$ cat src/rtl/lcd_spi_rx.sv
// lcd_spi_rx: receive-side decoder for the serial LCD link.
// The five link pins are brought into the clk domain through two-flop
// synchronisers. Bytes are deserialised MSB first and tagged with lcd_rs.
// Each byte is then offered on a ready/valid stream.
// Build option: define LCD_SPI_RX_FIFO_EN to get a FIFO_DEPTH-entry output
// FIFO. Without it the output path is a single holding register.
module lcd_spi_rx #(
  parameter int FIFO_DEPTH = 4
) (
  input  logic       clk,
  input  logic       resetn,
  input  logic       lcd_resetn,
  input  logic       lcd_clk,
  input  logic       lcd_cs,
  input  logic       lcd_rs,
  input  logic       lcd_data,
  output logic [7:0] rx_byte,
  output logic       rx_is_data,
  output logic       rx_valid,
  input  logic       rx_ready,
  input  logic       err_clr,
  output logic       rx_overflow,
  output logic       frame_err
);

  // Reject depths the pointer arithmetic cannot handle.
  if ((FIFO_DEPTH < 2) || ((FIFO_DEPTH & (FIFO_DEPTH - 1)) != 0)) begin : g_depth_check
    $error("lcd_spi_rx: FIFO_DEPTH must be a power of two and at least 2");
  end

  // Synchroniser stages. Chip select and link reset idle high.
  logic clk_s1, clk_s2, clk_s3;
  logic cs_s1, cs_s2;
  logic rs_s1, rs_s2;
  logic data_s1, data_s2;
  logic lrst_s1, lrst_s2;

  // Shift engine state
  logic [2:0] bitcnt;
  logic [6:0] shift;   // the seven bits that precede the final bit of a byte

  // Engine-to-output-path signals
  logic       clk_rise;
  logic       engine_on;
  logic       push;
  logic [8:0] push_entry;
  logic       frame_abort;
  logic       pop;
  logic       push_ok;
  logic       drop;

  // Two-flop synchronisers, plus a third lcd_clk stage for edge detection.
  always_ff @(posedge clk or negedge resetn) begin
    if (!resetn) begin
      clk_s1  <= 1'b0;
      clk_s2  <= 1'b0;
      clk_s3  <= 1'b0;
      cs_s1   <= 1'b1;
      cs_s2   <= 1'b1;
      rs_s1   <= 1'b0;
      rs_s2   <= 1'b0;
      data_s1 <= 1'b0;
      data_s2 <= 1'b0;
      lrst_s1 <= 1'b1;
      lrst_s2 <= 1'b1;
    end else begin
      clk_s1  <= lcd_clk;
      clk_s2  <= clk_s1;
      clk_s3  <= clk_s2;
      cs_s1   <= lcd_cs;
      cs_s2   <= cs_s1;
      rs_s1   <= lcd_rs;
      rs_s2   <= rs_s1;
      data_s1 <= lcd_data;
      data_s2 <= data_s1;
      lrst_s1 <= lcd_resetn;
      lrst_s2 <= lrst_s1;
    end
  end

  // Detect the lcd_clk rise and form the completed byte.
  // A deselect with bits pending is a framing error. A link reset is not.
  always_comb begin
    clk_rise    = clk_s2 & ~clk_s3;
    engine_on   = ~cs_s2 & lrst_s2;
    push        = clk_rise & engine_on & (bitcnt == 3'd7);
    push_entry  = {rs_s2, shift, data_s2};
    frame_abort = cs_s2 & lrst_s2 & (bitcnt != 3'd0);
  end

  // Shift engine. Idle or link reset drops any partial byte.
  always_ff @(posedge clk or negedge resetn) begin
    if (!resetn) begin
      bitcnt <= 3'd0;
      shift  <= 7'd0;
    end else if (!lrst_s2 || cs_s2) begin
      bitcnt <= 3'd0;
      shift  <= 7'd0;
    end else if (clk_rise) begin
      bitcnt <= bitcnt + 3'd1;
      shift  <= {shift[5:0], data_s2};
    end else begin
      bitcnt <= bitcnt;
      shift  <= shift;
    end
  end

  // Sticky error flags. A set event in the same cycle as err_clr wins.
  always_ff @(posedge clk or negedge resetn) begin
    if (!resetn) begin
      frame_err   <= 1'b0;
      rx_overflow <= 1'b0;
    end else begin
      if (frame_abort) begin
        frame_err <= 1'b1;
      end else if (err_clr) begin
        frame_err <= 1'b0;
      end else begin
        frame_err <= frame_err;
      end
      if (drop) begin
        rx_overflow <= 1'b1;
      end else if (err_clr) begin
        rx_overflow <= 1'b0;
      end else begin
        rx_overflow <= rx_overflow;
      end
    end
  end

`ifdef LCD_SPI_RX_FIFO_EN

  localparam int AW = $clog2(FIFO_DEPTH);

  logic [8:0]  mem [FIFO_DEPTH];
  logic [AW:0] wr_ptr, rd_ptr, wr_next, rd_next;
  logic        full;
  logic        next_empty;
  logic [AW-1:0] head_idx;
  logic [8:0]  head_entry;

  // FIFO control. Work out which entry will be at the head after this
  // edge, so the output registers can load it directly.
  always_comb begin
    pop        = rx_valid & rx_ready;
    full       = (wr_ptr[AW] != rd_ptr[AW]) && (wr_ptr[AW-1:0] == rd_ptr[AW-1:0]);
    push_ok    = push & (~full | pop);
    drop       = push & full & ~pop;
    wr_next    = push_ok ? (wr_ptr + (AW+1)'(1'b1)) : wr_ptr;
    rd_next    = pop ? (rd_ptr + (AW+1)'(1'b1)) : rd_ptr;
    next_empty = (wr_next == rd_next);
    head_idx   = rd_next[AW-1:0];
    if (push_ok && (head_idx == wr_ptr[AW-1:0])) begin
      head_entry = push_entry;
    end else begin
      head_entry = mem[head_idx];
    end
  end

  // FIFO storage and pointers.
  always_ff @(posedge clk or negedge resetn) begin
    if (!resetn) begin
      for (int i = 0; i < FIFO_DEPTH; i++) begin
        mem[i] <= 9'd0;
      end
      wr_ptr <= '0;
      rd_ptr <= '0;
    end else begin
      if (push_ok) begin
        mem[wr_ptr[AW-1:0]] <= push_entry;
      end
      wr_ptr <= wr_next;
      rd_ptr <= rd_next;
    end
  end

  // Registered stream outputs that mirror the head entry.
  always_ff @(posedge clk or negedge resetn) begin
    if (!resetn) begin
      rx_valid   <= 1'b0;
      rx_byte    <= 8'd0;
      rx_is_data <= 1'b0;
    end else begin
      rx_valid <= ~next_empty;
      if (!next_empty) begin
        {rx_is_data, rx_byte} <= head_entry;
      end
    end
  end

`else

  // Single holding register. It is full while rx_valid is high. A
  // simultaneous pop frees it for the incoming byte.
  always_comb begin
    pop     = rx_valid & rx_ready;
    push_ok = push & (~rx_valid | rx_ready);
    drop    = push & rx_valid & ~rx_ready;
  end

  // Holding register and its valid flag.
  always_ff @(posedge clk or negedge resetn) begin
    if (!resetn) begin
      rx_valid   <= 1'b0;
      rx_byte    <= 8'd0;
      rx_is_data <= 1'b0;
    end else if (push_ok) begin
      rx_valid              <= 1'b1;
      {rx_is_data, rx_byte} <= push_entry;
    end else if (pop) begin
      rx_valid <= 1'b0;
    end else begin
      rx_valid <= rx_valid;
    end
  end

`endif

endmodule

$ cat config.mk
export PLATFORM = sky130hd
export DESIGN_NAME = lcd_spi_rx
export DESIGN_NICKNAME = d
export VERILOG_FILES = /design/src/rtl/lcd_spi_rx.sv
export SDC_FILE = /design/constraint.sdc
export NUM_CORES = 1
export LEC_CHECK = 0
export CAP_MARGIN = 10
export CORE_UTILIZATION = 50
export CTS_CLUSTER_DIAMETER = 120
export CTS_CLUSTER_SIZE = 14
export DETAILED_ROUTE_END_ITERATION = 12
export PLACE_DENSITY = 0.76
export SETUP_SLACK_MARGIN = 0.02
export SYNTH_ARGS = -nofsm -noshare
export SYNTH_HDL_FRONTEND = slang
export SYNTH_SLANG_ARGS = --single-unit
$ cat constraint.sdc
create_clock -name clk -period 1.63 [get_ports clk]
set_input_delay 0.163 -clock clk [delete_from_list [all_inputs] [get_ports clk]]
set_output_delay 0.163 -clock clk [all_outputs]
set_load 0.02 [all_outputs]
# After elaboration in Yosys (flattened, before gate mapping)
# Index checks and enable logic that the tools add are counted.
op_classes:
  n_addsub: 1
  eq_ne: 1
  mux: 9
  n_bitwise: 15
  n_reduce_logical: 7
op_table:
  columns: ["op", "count"]
  rows:
  - ["2-to-1 mux 7 bit", 2]
  - ["bitwise AND 1 bit", 10]
  - ["nonzero test 2 bit", 4]
  - ["2-to-1 mux 3 bit", 2]
  - ["2-to-1 mux 1 bit", 5]
  - ["inverter 1 bit", 4]
  - ["adder 3 x 1 -> 3 bit (second input constant)", 1]
  - ["== test 3 bit (second input constant)", 1]
  - ["nonzero test 3 bit", 1]
  - ["zero test 1 bit", 1]
  - ["logical OR 1 bit", 1]
  - ["OR 1 bit", 1]
word_totals:
  reg_bits: 33
  out_inout_bits: 12

# Longest topological paths before layout
depth:
  depth_word: 7
  mapped_depth: 5
  mapped_depth_nobuf: 5

# Worst setup path before layout
# No wires, ideal clock.
synth_path:
  path_kind: "register -> register"
  from: "register bitcnt[0]"
  to: "register rx_byte[0]"
  arrival_ps: 1249
  slack_ps: 256
  path_stages_with_launch: 5
  n_path_buf: 0
  synth_period_minus_slack_ps: 1374
  path_cell_list: "dfrtp_1 > ha_1 > ha_1 > nand4_4 > mux2_2"
synth_between:
  elab_chain_cells: 3
synth_rtl:
  columns: ["item", "line_no", "source"]
  rows:
  - ["start, declared", "39", "logic [2:0] bitcnt;"]
  - ["start signal, assigned", "100", "bitcnt <= bitcnt + 3'd1;"]
  - ["start signal, assigned", "103", "bitcnt <= bitcnt;"]
  - ["== test 3 bit", "86", "push = clk_rise & engine_on & (bitcnt == 3'd7);"]
  - ["bitwise AND 1 bit", "86", null]
  - ["bitwise AND 1 bit", "197", "push_ok = push & (~rx_valid | rx_ready);"]
  - ["end signal, assigned", "209", "{rx_is_data, rx_byte} <= push_entry;"]
  - ["end, declared", "17", "output logic [7:0] rx_byte,"]
# Every way passes these cells.
# A chain may end at the register's enable or synchronous reset.

# Worst setup path after layout
# Same ends and word-level chain as after synthesis.

==> summary.md <==
| Metric | Value |
|---|---|
| Outcome | finished clean |
| Most frequent cell after synthesis | dfrtp_1 |
| Yosys top cell area share | 59.9% |
| Post-synthesis cell type count | 18 |
| Setup TNS | 0 ps |
| CP Max Fanout | 9 |
| Register area | 831 um2 |
| Number of global-route vias before repair | 753 |
| Post-Synth Adder-Cell Area | 3.10% |
| Maximum VDD drop | 0.000744 V |
| Arrival time worst endpoint | 1720 ps |
| CTS tree | built |
| Diode count | 0 |
| Slew margin rel. | 73.2% |
| Final wirelength | 1950 um |
| Row Count | 17 |
| Max cap viols | 0 |
| Slowest cell on crit path | dfrtp_1 |
| Achievable Freq | 667 MHz |
| Area leader, netlist | dfrtp_1 |
| Max-slew violations | 0 |
| Largest family of logic cells by synthesized area | simple AND/OR/NAND/NOR gates |
| Nets | 131 |
| Post-synth EDFFs | 0 |
| Initial antenna violation count | 0 |
| Vias | 746 |
| Post-synthesis mux area share | 8.37% |
| Layout area overhead | 23.9% |
| Worst R2R Path Depth | 4 |
| Area of the multi-input gates | 349 um2 |
| Die X-Extent | 51.2 um |
| Sequential share of the synthesized area | 68.6% |
| Setup violators final | 0 |
| Total Die Area | 2620 um2 |
| Pleak | 0.691 nW |
| Synth Area in Simple Gates | 11.4% |
| I/O Buffers | 20 |
| Fill cells | 182 |
| Synth Area in Compound Gates | 5.27% |
| CP most frequent cell | ha_1 |
| Total CTS buffers | 5 |
| Max clock buf depth | 2 |
| Clk slew on worst S/H paths | 90 ps |
| M1 WL | 807 um |
| Initial core utilization | 53.7% |
| Critical Path RT | 1850 ps |
| Post-DP Area | 1450 um2 |
| Top_reg_cell synth | dfrtp_1 |
| Core area | 2250 um2 |
| Fin. Hold Viols | 0 |
| Die Y-Extent | 51.2 um |
| Global-route wire length before repair | 3360 um |
| CTS Sinks | 33 |
| Max Used Layer | met4 |
| Drt pass-1 iters | 4 |
| DRC violation total after the first TritonRoute iteration | 16 |
| Pwr dens | 888 nW/um2 |
| Grt ovf | 0 |
| Crit path capture type | register |
| Pin count of the biggest net entering global routing | 34 |
| Unrepaired setup endpoints after global routing | false |
| Number of vias per cell | 5.04 |
| R2R Setup Slk | 130 ps |
| Post-synthesis xor/xnor area fraction | 0.723% |
| Layout cells sized above 1 | 20.8% |
| CP top delay family | adder cells |
| Root Driver | clkbuf_4 |
| Detail Placement HPWL | 1370 um |
| Hold buffers post-CTS | 0 |
| Pre-CTS setup slack | 110 ps |
| CP peak stage delay | 420 ps |
| IO Pins | 21 |
| Hold/Removal Path Class | in -> async |
| Min cycle time layout | 1500 ps |
| Post-CTS setup buffer count | 0 |
| CP bufs+invs | 0 |
| Metal3 WL | 98 um |
| Critical Path Stages | 4 |
| Total track usage | 19.2% |
| Ranking of synthesized cells by area | dfrtp_1 (60%), dfstp_2 (8.7%), mux2_2 (8.4%) |
| Syn Area/Cell | 13.0 um2 |
| Worst Clk Skew | 2.89 ps |
| Post-synth ARST share | 100% |
| GPL Wtd Cong | 0.746 |
| Post-cts resize count | 0 |
| Crit path cell chain | ha_1 -> ha_1 -> nand4_4 -> mux2_2 |
| WHS | 229 ps |
| Crit start category | register |
| Fin crit share | 92.0% |
| Final WS setup | 131 ps |
| Worst-Skew Late Latency | 320 ps |
| Synthesized Nets | 105 |
| CP Class | reg -> reg |
| Syn Inst Count | 93 |
| Yosys warns | 0 |
| Total number of H-tree levels | 2 |
| Residual DRC | 0 |
| Post-route ant nets | 0 |
| Flops & latches, synth | 33 |
| Finished Cell Area | 1500 um2 |
| Met2 WL | 1020 um |
| Wire length per cell | 13.2 um |
| Worst-Margin Slew | 402 ps |
| Post-Syn Area | 1210 um2 |
| Top cells by count, synth | dfrtp_1 (29), nand2_1 (19), a21oi_1 (9), mux2_2 (9), inv_1 (5) |
[worst reg2reg max path, delay by kind of cell (launching register included)]
| kind | cells | cell delay (ps) |
|---|---|---|
| adder cells (fa/ha/maj) | 2 | 430 |
| flip-flops | 1 | 420 |
| multiplexers | 1 | 370 |
| AND/OR/NAND/NOR | 1 | 160 |
[stage by stage]
step	cells	total power, mW	util, %
2_1_floorplan	93	0.882	-
3_3_place_gp	140	0.925	64.3
3_5_place_dp	140	0.928	64.3
4_1_cts	148	1.35	66.5
5_1_grt	148	1.39	66.5
6_report	148	1.33	66.5
[logic make-up (layout without fill, tap and decap cells)]
family | count (synthesis) | in the layout
AOI/OAI and AO/OA | 12 | 12
DFF | 33 | 33
xor gates and xnor gates | 1 | 1
muxes | 9 | 9
and+or+nand+nor | 27 | 27
adders and majority gates | 3 | 3
buffers and inverters | 8 | 35
[path summary, 6_finish.rpt]
| check | startpoint | endpoint |
|---|---|---|
| min reg2reg | data_s1$_DFF_PN0_ | data_s2$_DFF_PN0_ |
| min in group clk | lcd_cs | cs_s1$_DFF_PN1_ |
| min | resetn | frame_err$_DFFE_PN0P_ |
| max | bitcnt[0]$_DFFE_PN0P_ | rx_byte[0]$_DFFE_PN0P_ |
| max in group asynchronous | resetn | lrst_s2$_DFF_PN1_ |
| max reg2reg | bitcnt[0]$_DFFE_PN0P_ | rx_byte[0]$_DFFE_PN0P_ |
[cell type report]
class	instances	area share, %
flip-flops and latches	33	55.4
multi-input cells	52	23.3
repair buffers	22	14.3
clock buffers	6	2.75
well taps	28	2.34
inverters	5	1.25
clock inverters	2	0.667
[placed cells by master (no fill, tap or decap)]
cell type,instances
dfrtp_1,29
clkdlybuf4s50_1,20
nand2_1,19
a21oi_1,9
mux2_2,9
inv_1,5
clkbuf_4,5
dfstp_2,4
nand2b_1,3
ha_1,3
and2b_2,2
clkinv_2,2
buf_4,2
nand3_1,1
o22ai_1,1
o211ai_1,1
o21ai_0,1
nand4_4,1
xnor2_1,1
nor2_1,1
clkbuf_1,1
[registers in the layout, summed over array words and instances (netlist names)]
name         count
bitcnt           3
clk_s1           1
clk_s2           1
clk_s3           1
cs_s1            1
cs_s2            1
data_s1          1
data_s2          1
frame_err        1
lrst_s1          1
lrst_s2          1
rs_s1            1
rs_s2            1
rx_byte          8
rx_is_data       1
rx_overflow      1
rx_valid         1
shift            7
[layer usage]
metal,global-route usage (%),vias to the layer above
met2,31.4,21
met5,0,-
li1,-,353
met1,20.6,368
met4,9.46,0
met3,9.23,4
[report_power, final]
part           internal [mW]  switching [mW]
clock network          0.164           0.257
registers              0.838         0.00801
logic                 0.0286          0.0356
Note: power is estimated with default switching activity, not from simulation.
